<file path="src/rtl/fifo_arb_pkg.sv">
// Shared definitions for the FIFO write-port arbiter: FSM state encoding
// and default parameter values used by the arbiter and its instantiators.
package fifo_arb_pkg;

  typedef enum logic {
    IDLE = 1'b0,
    BUSY = 1'b1
  } arb_state_t;

  localparam int DATAWIDTH_DEF = 8;
  localparam int NREQ_DEF      = 4;
  localparam int MAXBURST_DEF  = 16;

endpackage

</file>
<file path="src/rtl/rr_pick.sv">
// Combinational round-robin picker: returns the first asserted request at
// or above ptr, wrapping past the top index back to 0.
module rr_pick
  import fifo_arb_pkg::*;
#(
  parameter int N  = NREQ_DEF,
  parameter int IW = $clog2(N)
) (
  input  logic [N-1:0]  req,
  input  logic [IW-1:0] ptr,
  output logic [IW-1:0] gnt_idx,
  output logic          any_req
);

  // Scan offsets from the far end down so the nearest hit to ptr wins last.
  always_comb begin
    logic [IW:0]   sum;
    logic [IW-1:0] idx;
    gnt_idx = '0;
    any_req = 1'b0;
    sum     = '0;
    idx     = '0;
    for (int off = N - 1; off >= 0; off--) begin
      sum = {1'b0, ptr} + (IW + 1)'(off);
      if (sum >= (IW + 1)'(N)) begin
        sum = sum - (IW + 1)'(N);
      end
      idx = sum[IW-1:0];
      if (req[idx]) begin
        gnt_idx = idx;
        any_req = 1'b1;
      end
    end
  end

endmodule

</file>
<file path="src/rtl/fifo_wr_arbiter.sv">
// Arbitrates several packet sources onto a single FIFO write port.
// A requester is granted round-robin from IDLE and keeps the port until it
// sends its last word or has written maxburst words; every grant is
// followed by one IDLE cycle before the next arbitration.
module fifo_wr_arbiter
  import fifo_arb_pkg::*;
#(
  parameter int datawidth = DATAWIDTH_DEF,
  parameter int nreq      = NREQ_DEF,
  parameter int maxburst  = MAXBURST_DEF
) (
  input  logic                      wclk,
  input  logic                      wrst_n,
  input  logic [nreq-1:0]           req_valid,
  input  logic [nreq*datawidth-1:0] req_data,
  input  logic [nreq-1:0]           req_last,
  output logic [nreq-1:0]           req_ready,
  input  logic                      wfull,
  output logic                      winc,
  output logic [datawidth-1:0]      wdata,
  output logic [$clog2(nreq)-1:0]   gnt_id,
  output logic                      busy
);

  localparam int IW = $clog2(nreq);
  localparam int BW = $clog2(maxburst + 1);
  localparam logic [IW-1:0] LAST_IDX  = IW'(nreq - 1);
  localparam logic [BW-1:0] BURST_MAX = BW'(maxburst);

  arb_state_t    state_reg, state_next;
  logic [IW-1:0] gnt_reg, gnt_next;
  logic [IW-1:0] rr_ptr_reg, rr_ptr_next;
  logic [BW-1:0] burst_cnt_reg, burst_cnt_next;
  logic [BW-1:0] burst_cnt_inc;
  logic [IW-1:0] pick_idx;
  logic          any_req;

  logic [datawidth-1:0] data_slice [nreq];

  rr_pick #(
    .N  (nreq),
    .IW (IW)
  ) u_rr_pick (
    .req     (req_valid),
    .ptr     (rr_ptr_reg),
    .gnt_idx (pick_idx),
    .any_req (any_req)
  );

  // Per-requester views of the flat data bus and ready strobes.
  generate
    for (genvar gi = 0; gi < nreq; gi++) begin : g_req
      assign data_slice[gi] = req_data[gi*datawidth +: datawidth];
      assign req_ready[gi]  = busy & (gnt_reg == IW'(gi)) & ~wfull;
    end
  endgenerate

  assign busy   = (state_reg == BUSY);
  assign winc   = busy & req_valid[gnt_reg] & ~wfull;
  assign wdata  = data_slice[gnt_reg];
  assign gnt_id = gnt_reg;

  // State, grant, round-robin pointer and burst counter registers.
  always_ff @(posedge wclk or negedge wrst_n) begin
    if (!wrst_n) begin
      state_reg     <= IDLE;
      gnt_reg       <= '0;
      rr_ptr_reg    <= '0;
      burst_cnt_reg <= '0;
    end else begin
      state_reg     <= state_next;
      gnt_reg       <= gnt_next;
      rr_ptr_reg    <= rr_ptr_next;
      burst_cnt_reg <= burst_cnt_next;
    end
  end

  // Next-state: grant from IDLE, count transfers in BUSY, release on last or
  // when the burst limit is reached (a coincident last and limit is one release).
  always_comb begin
    state_next     = state_reg;
    gnt_next       = gnt_reg;
    rr_ptr_next    = rr_ptr_reg;
    burst_cnt_next = burst_cnt_reg;
    burst_cnt_inc  = burst_cnt_reg + BW'(1);
    case (state_reg)
      IDLE: begin
        if (any_req) begin
          gnt_next       = pick_idx;
          burst_cnt_next = '0;
          state_next     = BUSY;
        end
      end
      BUSY: begin
        if (winc) begin
          burst_cnt_next = burst_cnt_inc;
          if (req_last[gnt_reg] || (burst_cnt_inc == BURST_MAX)) begin
            state_next  = IDLE;
            rr_ptr_next = (gnt_reg == LAST_IDX) ? '0 : gnt_reg + IW'(1);
          end
        end
      end
      default: state_next = IDLE;
    endcase
  end

endmodule

</file>
<file path="config.mk">
export PLATFORM = sky130hd
export DESIGN_NAME = fifo_wr_arbiter
export DESIGN_NICKNAME = d
export VERILOG_FILES = /design/src/rtl/fifo_arb_pkg.sv /design/src/rtl/rr_pick.sv /design/src/rtl/fifo_wr_arbiter.sv
export SDC_FILE = /design/constraint.sdc
export NUM_CORES = 1
export LEC_CHECK = 0
export ABC_CLOCK_PERIOD_IN_PS = 1900
export CORE_UTILIZATION = 35
export DETAILED_ROUTE_END_ITERATION = 7
export PLACE_DENSITY_LB_ADDON = 0.2
export SYNTH_ARGS = -nofsm -noshare
export SYNTH_HDL_FRONTEND = slang
export SYNTH_HIERARCHICAL = 1
export SYNTH_SLANG_ARGS = --single-unit
</file>
<file path="constraint.sdc">
create_clock -name wclk -period 1.9 [get_ports wclk]
set_input_delay 0.38 -clock wclk [delete_from_list [all_inputs] [get_ports wclk]]
set_output_delay 0.38 -clock wclk [all_outputs]
set_load 0.02 [all_outputs]
</file>
==> results of run 1 <==
report_power, final:
group          total, W  internal [W]  switching, W  leakage (nW)
Combinational   0.00138      0.000778      0.000606         0.591
Sequential     0.000428      0.000308      0.000120         0.121
Clock          0.000206      0.000117     0.0000899        0.0210
Total           0.00202       0.00120      0.000816         0.734
layout make-up:
type / instances / area, um2
Sequential cell: 10 / 253
Inverter: 4 / 15.0
Fill cell: 186 / 654
Tap cell: 28 / 35.0
Clock buffer: 4 / 36.3
Multi-Input combinational cell: 65 / 604
Timing Repair Buffer: 79 / 699
per-layer routing:
| layer | up-vias | wire length [um] | share of wire [%] |
|---|---|---|---|
| li1 | 465 | - | - |
| met1 | 461 | 1090 | 41 |
| met2 | 21 | 1430 | 55 |
| met3 | 5 | 80 | 3.0 |
| met4 | 0 | 27 | 1.0 |
| met5 | - | 0 | 0 |
synthesized netlist by cell type:
cell / count / share of area, %
xnor2_1: 1 / 0.99
mux2i_1: 1 / 1.1
nor2b_1: 2 / 1.4
dfrtp_1: 10 / 28
mux4_2: 8 / 20
mux2_4: 2 / 3.4
o21a_1: 1 / 0.85
nor3b_1: 1 / 0.85
and3_1: 1 / 0.71
inv_2: 1 / 0.42
o21ai_0: 3 / 1.7
nor2_1: 5 / 2.1
and2_1: 4 / 2.8
a211o_1: 1 / 0.99
inv_1: 3 / 1.3
o21ai_1: 1 / 0.56
mux2_2: 2 / 2.5
nand2_1: 7 / 3.0
nand3_1: 4 / 2.3
nand2b_1: 4 / 2.8
a21oi_1: 4 / 2.3
buf_2: 1 / 0.56
buf_1: 1 / 0.42
nand2_2: 1 / 0.71
o21ai_2: 1 / 0.99
a211oi_1: 1 / 0.85
mux4_1: 2 / 5.9
a211oi_2: 1 / 1.4
ha_1: 5 / 7.1
nand4_1: 2 / 1.4
worst max-delay path, delay by kind of cell, from the launching register on:
kind	cells	cell delay, ps
simple gates	1	100
mux	1	510
flops	1	400
buf+inv	3	270
timing repair:
item                       4_1_cts  5_1_grt
buffers inserted                 2        0
pin swaps                        0        2
resized for setup               53       11
setup endpoints to repair       14       16
cells by family (layout without fill, tap and decap cells):
family                     Yosys count  after routing
and+or+nand+nor                     31             31
buffers and inverters                6             87
muxes                               15             15
xor gates and xnor gates             1              1
DFF                                 10             10
AOI/OAI and AO/OA                   13             13
adders and majority gates            5              5
stage by stage:
step	util, %	total power, W
after floorplan	-	0.00120
after global placement	71.2	0.00183
after detailed placement	71.2	0.00186
after CTS	71.0	0.00200
after global routing	71.5	0.00216
final	71.5	0.00202
final timing paths:
kind / start / endpoint / slack [ps] / depth (start not counted)
worst min-delay path: wrst_n / burst_cnt_reg[1] / 430 / 1
worst max register to register: gnt_id[0] / rr_ptr_reg[1] / 90 / 7
worst min register to register: burst_cnt_reg[2] / burst_cnt_reg[2] / 520 / 1
worst max-delay path: gnt_id[0] / winc / -30 / 5
max in group asynchronous: wrst_n / gnt_id[1] / 1110 / 1
min in group wclk: burst_cnt_reg[2] / burst_cnt_reg[2] / 520 / 1
==> flow_metrics.py, run 1 <==
metrics = {
    "global_routing": {
        "grt_max_degree": 11,
        "use_met3_pct": 5.51,
        "grt_use_total_pct": 22.0,
        "grt_use_met2_pct": 40.9,
        "globalRoute.busiestLayer": "met2",
        "grt_pass1_wl_um": 4300,
        "grt_pass1_vias": 961,
        "antenna_found_initial": 0,
        "grtUsageMet1_pct": 24.6,
        "grt-ovfl-total": 0,
    },
    "sta": {
        "period_needed_ps": 1930,
        "fin_crit_sh_pct": 102,
        "setup_slack_ps": -31.3,
        "finalSetupViolations": 2,
        "holdWs_ps": 434,
        "skew_ps": 1.24,
        "maxSlewHeadroom_pct": 66.8,
        "worst_pin_slew_ps": 497,
        "hold_viol": 0,
        "setup_tns_ps": -38.2,
        "slew_viol_final": 0,
        "timing.fmax_mhz": 518,
        "rsz0062_at_grt": "true",
    },
    "setup_path": {
        "cp_data_arrival_time_ps": 1550,
        "cp_max_fo": 4,
        "critPathSlowestCell": "mux4_2",
        "critPathCaptureType": "primary output",
        "crit_type": "reg -> out",
        "max_stage_delay_ps": 510,
        "start_kind": "register",
        "worstPathRequired_ps": 1520,
        "cp_cell_sequence": "buf_6 > mux4_2 > nand2_2 > inv_2 > buf_6",
        "path_common_cell": "buf_6",
    },
    "detailed_routing": {
        "dr.pass1.iters": 4,
        "routed_wl_um": 2620,
        "drc": 0,
        "vias": 952,
        "drtIter0Drc": 14,
        "wl_per_cell_um": 13.8,
        "routed_via_density": 5.01,
        "ant_nets": 0,
    },
    "placement": {
        "place_inst": 184,
        "post-place-ws_ps": -428,
        "place_area_um2": 1640,
        "dpl.hpwl_um": 2200,
        "gp_congestion": 0.848,
        "port-buffer-count": 58,
    },
    "yosys": {
        "synth_cells": 81,
        "synth_area_per_cell_um2": 10.9,
        "synth.distinct_cells": 30,
        "synth-compound-area-share_pct": 9.60,
        "synthAdderAreaFrac_pct": 7.06,
        "syn_area_um2": 886,
        "synth_xor_area_share_pct": 0.989,
        "yosysSeqAreaShare_pct": 28.2,
        "ys_warn_count": 6,
        "synth_nets": 129,
        "ys_seq_elements": 10,
        "synthMuxAreaShare_pct": 33.3,
        "synthSimpleGateAreaFrac_pct": 18.1,
        "synth_top_family_by_area": "multiplexers",
    },
    "cts": {
        "clock_path_buffers": 2,
        "cts_tree": "done",
        "root_buffer": "clkbuf_4",
        "cts_max_level": 1,
        "cts_sinks": 10,
        "hold_buffers": 0,
        "clk_latency_ps": 270,
        "cts_buffers": 3,
        "clk_pin_slew_ps": 80,
    },
    "cells_and_area": {
        "layout_common_cells": "clkdlybuf4s50_1, buf_4, mux4_2",
        "antennaDiodeCount": 0,
        "finalInstanceArea_um2": 1640,
        "layout.nets": 211,
        "area_growth_pct": 85.5,
        "layout_commonest_cell": "clkdlybuf4s50_1",
        "largest_reg_flops": 5,
        "drive_gt1_share_pct": 35.8,
        "instances_no_fill": 190,
    },
    "die": {
        "num_rows": 17,
        "die_h_um": 52.3,
        "pin_count": 59,
        "fp.dieW_um": 52.3,
        "dieArea_um2": 2740,
        "core_area_um2": 2300,
        "start_util_pct": 38.6,
    },
    "pwr": {
        "irDropWorstVdd_uv": 929,
        "power_density_nw_per_um2": 1230,
        "power.leakage_nw": 0.734,
    },
    "outcome": {
        "violations": "setup timing",
        "outcome": "complete, but fails checks",
    },
    "min_path": {
        "hold_class": "in -> async",
    },
    "run": {
        "maxCapViolCount": 0,
    },
}
(Power assumes the default switching activity.)
==> run 2: changes to the inputs <==
--- a/config.mk
+++ b/config.mk
@@ -8,4 +8,5 @@
 export ABC_CLOCK_PERIOD_IN_PS = 1900
 export CORE_UTILIZATION = 35
+export CTS_CLUSTER_SIZE = 14
 export DETAILED_ROUTE_END_ITERATION = 7
 export PLACE_DENSITY_LB_ADDON = 0.2
==> constraint.sdc (replaced) <==
create_clock -name wclk -period 1.9 [get_ports wclk]
set_input_delay 0.285 -clock wclk [delete_from_list [all_inputs] [get_ports wclk]]
set_output_delay 0.285 -clock wclk [all_outputs]
set_load 0.02 [all_outputs]
==> run 2 against run 1 <==
Against the previous run: the flow still finishes with violations (setup timing); wire length increased by 9.2%; global-route usage increased by 2.7 points; register-to-register slack got worse by 100 ps; maximum frequency about the same; sequential power about the same; final area increased by 3.2%; clock skew increased by 0.67 ps; core utilization increased by 2.3 points; worst hold slack got worse by 95 ps; sequential cell count unchanged; sequential share of layout area decreased by 0.48 points; largest cell class unchanged; largest power group unchanged; highest routed layer unchanged.
==> flow_metrics.py, run 2 (same netlist as run 1, synthesis figures left out) <==
metrics = {
    "placement": {
        "dpl.hpwl_um": 2310,
        "post-place-ws_ps": -269,
        "gp_congestion": 0.759,
        "place_area_um2": 1600,
        "port-buffer-count": 58,
    },
    "pwr": {
        "power.total_w": 0.00215,
        "irDropWorstVdd_uv": 999,
        "power.leakage_nw": 0.743,
        "power_density_nw_per_um2": 1270,
    },
    "global_routing": {
        "grt_use_total_pct": 24.7,
        "grt_pass1_vias": 1048,
        "grt_max_degree": 11,
        "grt_pass1_wl_um": 4730,
        "antenna_found_initial": 0,
        "grt-ovfl-total": 0,
    },
    "cts": {
        "clock_path_buffers": 2,
        "cts_buffers": 3,
        "cts_sinks": 10,
        "root_buffer": "clkbuf_4",
        "hold_buffers": 0,
        "cts_max_level": 1,
        "cts_tree": "done",
        "clk_pin_slew_ps": 70,
        "clk_latency_ps": 270,
    },
    "detailed_routing": {
        "routed_via_density": 5.17,
        "dr.pass1.iters": 4,
        "drc": 0,
        "ant_nets": 0,
        "vias": 992,
        "drtIter0Drc": 16,
        "routed_wl_um": 2870,
        "wl_per_cell_um": 14.9,
    },
    "die": {
        "die_h_um": 52.3,
        "pin_count": 59,
        "core_area_um2": 2300,
        "start_util_pct": 38.6,
        "dieArea_um2": 2740,
        "num_rows": 17,
        "fp.dieW_um": 52.3,
    },
    "sta": {
        "skew_ps": 1.90,
        "timing.fmax_mhz": 518,
        "finalSetupViolations": 3,
        "slew_viol_final": 0,
        "hold_viol": 0,
        "maxSlewHeadroom_pct": 67.8,
        "rsz0062_at_grt": "true",
        "worst_pin_slew_ps": 481,
        "period_needed_ps": 1930,
        "setup_slack_ps": -30.5,
        "fin_crit_sh_pct": 102,
    },
    "setup_path": {
        "critPathCaptureType": "primary output",
        "cp_max_fo": 3,
        "start_kind": "register",
        "crit_type": "reg -> out",
        "cp-startpoint": "gnt_id[0]",
        "worstPathRequired_ps": 1620,
        "cp_data_arrival_time_ps": 1650,
        "rr_startpoint": "gnt_id[0]",
    },
    "cells_and_area": {
        "layout_common_cells": "clkdlybuf4s50_1, buf_4, buf_2",
        "finalInstanceArea_um2": 1700,
        "layout.nets": 213,
        "drive_gt1_share_pct": 34.1,
        "largest_reg_flops": 5,
        "area_growth_pct": 91.4,
        "layout_commonest_cell": "clkdlybuf4s50_1",
        "antennaDiodeCount": 0,
    },
    "outcome": {
        "outcome": "complete, but fails checks",
        "violations": "setup timing",
    },
    "min_path": {
        "hold_class": "in -> async",
    },
    "run": {
        "maxCapViolCount": 0,
    },
}
[run 2: changes by cell type in the layout (fill, tap and decap cells not counted)]
| cell | change |
|---|---|
| buf_12 | +2 |
| buf_2 | +1 |
| buf_4 | -2 |
| buf_6 | -1 |
| clkbuf_2 | -1 |
| clkdlybuf4s15_2 | +1 |
| clkdlybuf4s50_1 | +2 |
| dlygate4sd2_1 | +2 |
| dlymetal6s2s_1 | -2 |
| mux4_1 | +2 |
| mux4_2 | -2 |
| o21ai_2 | -1 |
| o21ai_4 | +1 |
[run 2: final cells by class]
| type | instances | area [um2] |
|---|---|---|
| clock buffer | 4 | 36.3 |
| multi-input combinational | 65 | 619 |
| sequential | 10 | 253 |
| tap | 28 | 35.0 |
| fill | 176 | 602 |
| timing repair buffer | 81 | 737 |
| inverter | 4 | 15.0 |
[run 2: final timing paths]
path | endpoint | slack (ps) | cells past startpoint
worst max-delay path | winc | -30 | 6
worst min-delay path | burst_cnt_reg[4] | 340 | 1
worst max register to register | rr_ptr_reg[0] | -10 | 8
worst min register to register | burst_cnt_reg[2] | 530 | 1
max in group asynchronous | gnt_id[0] | 1210 | 1
min in group wclk | burst_cnt_reg[2] | 530 | 1
[run 2: repair_timing]
action	CTS	global route
gates resized for setup	47	4
setup endpoints to repair	15	9
pin swaps	1	1
buffers inserted	5	5
[run 2: stage by stage]
stage / hold slack [ps] / cells / util, % / TNS [ps]
floorplan: -10.6 / 81 / - / 0
global placement: 514 / 178 / 69.8 / -1550
detailed placement: 512 / 178 / 69.8 / -1790
CTS: 359 / 187 / 72.9 / -95.3
global route: 372 / 192 / 73.8 / -271
finish: 339 / 192 / 73.8 / -41.0
[run 2: per-layer routing]
metal  vias to the layer above  track usage, %  routed length (um)
met5                         -               0                   0
met4                         0            12.7                  60
met3                         8            3.77                  80
met2                        20            46.0                1630
met1                       491            26.4                1090
li1                        473               -                   -
[run 2: power breakdown]
| part | internal (W) | switching, W | total (W) |
|---|---|---|---|
| logic | 0.000870 | 0.000650 | 0.00152 |
| clock network | 0.000116 | 0.0000807 | 0.000197 |
| registers | 0.000308 | 0.000121 | 0.000429 |
| total | 0.00129 | 0.000851 | 0.00215 |
[run 2: worst max-delay path, cell delays in order, from the launching register on]
cell and delay [ps]:
dfrtp_2 400, buf_6 120, buf_12 90, mux4_2 520
nand2_2 90, inv_2 40, buf_6 120
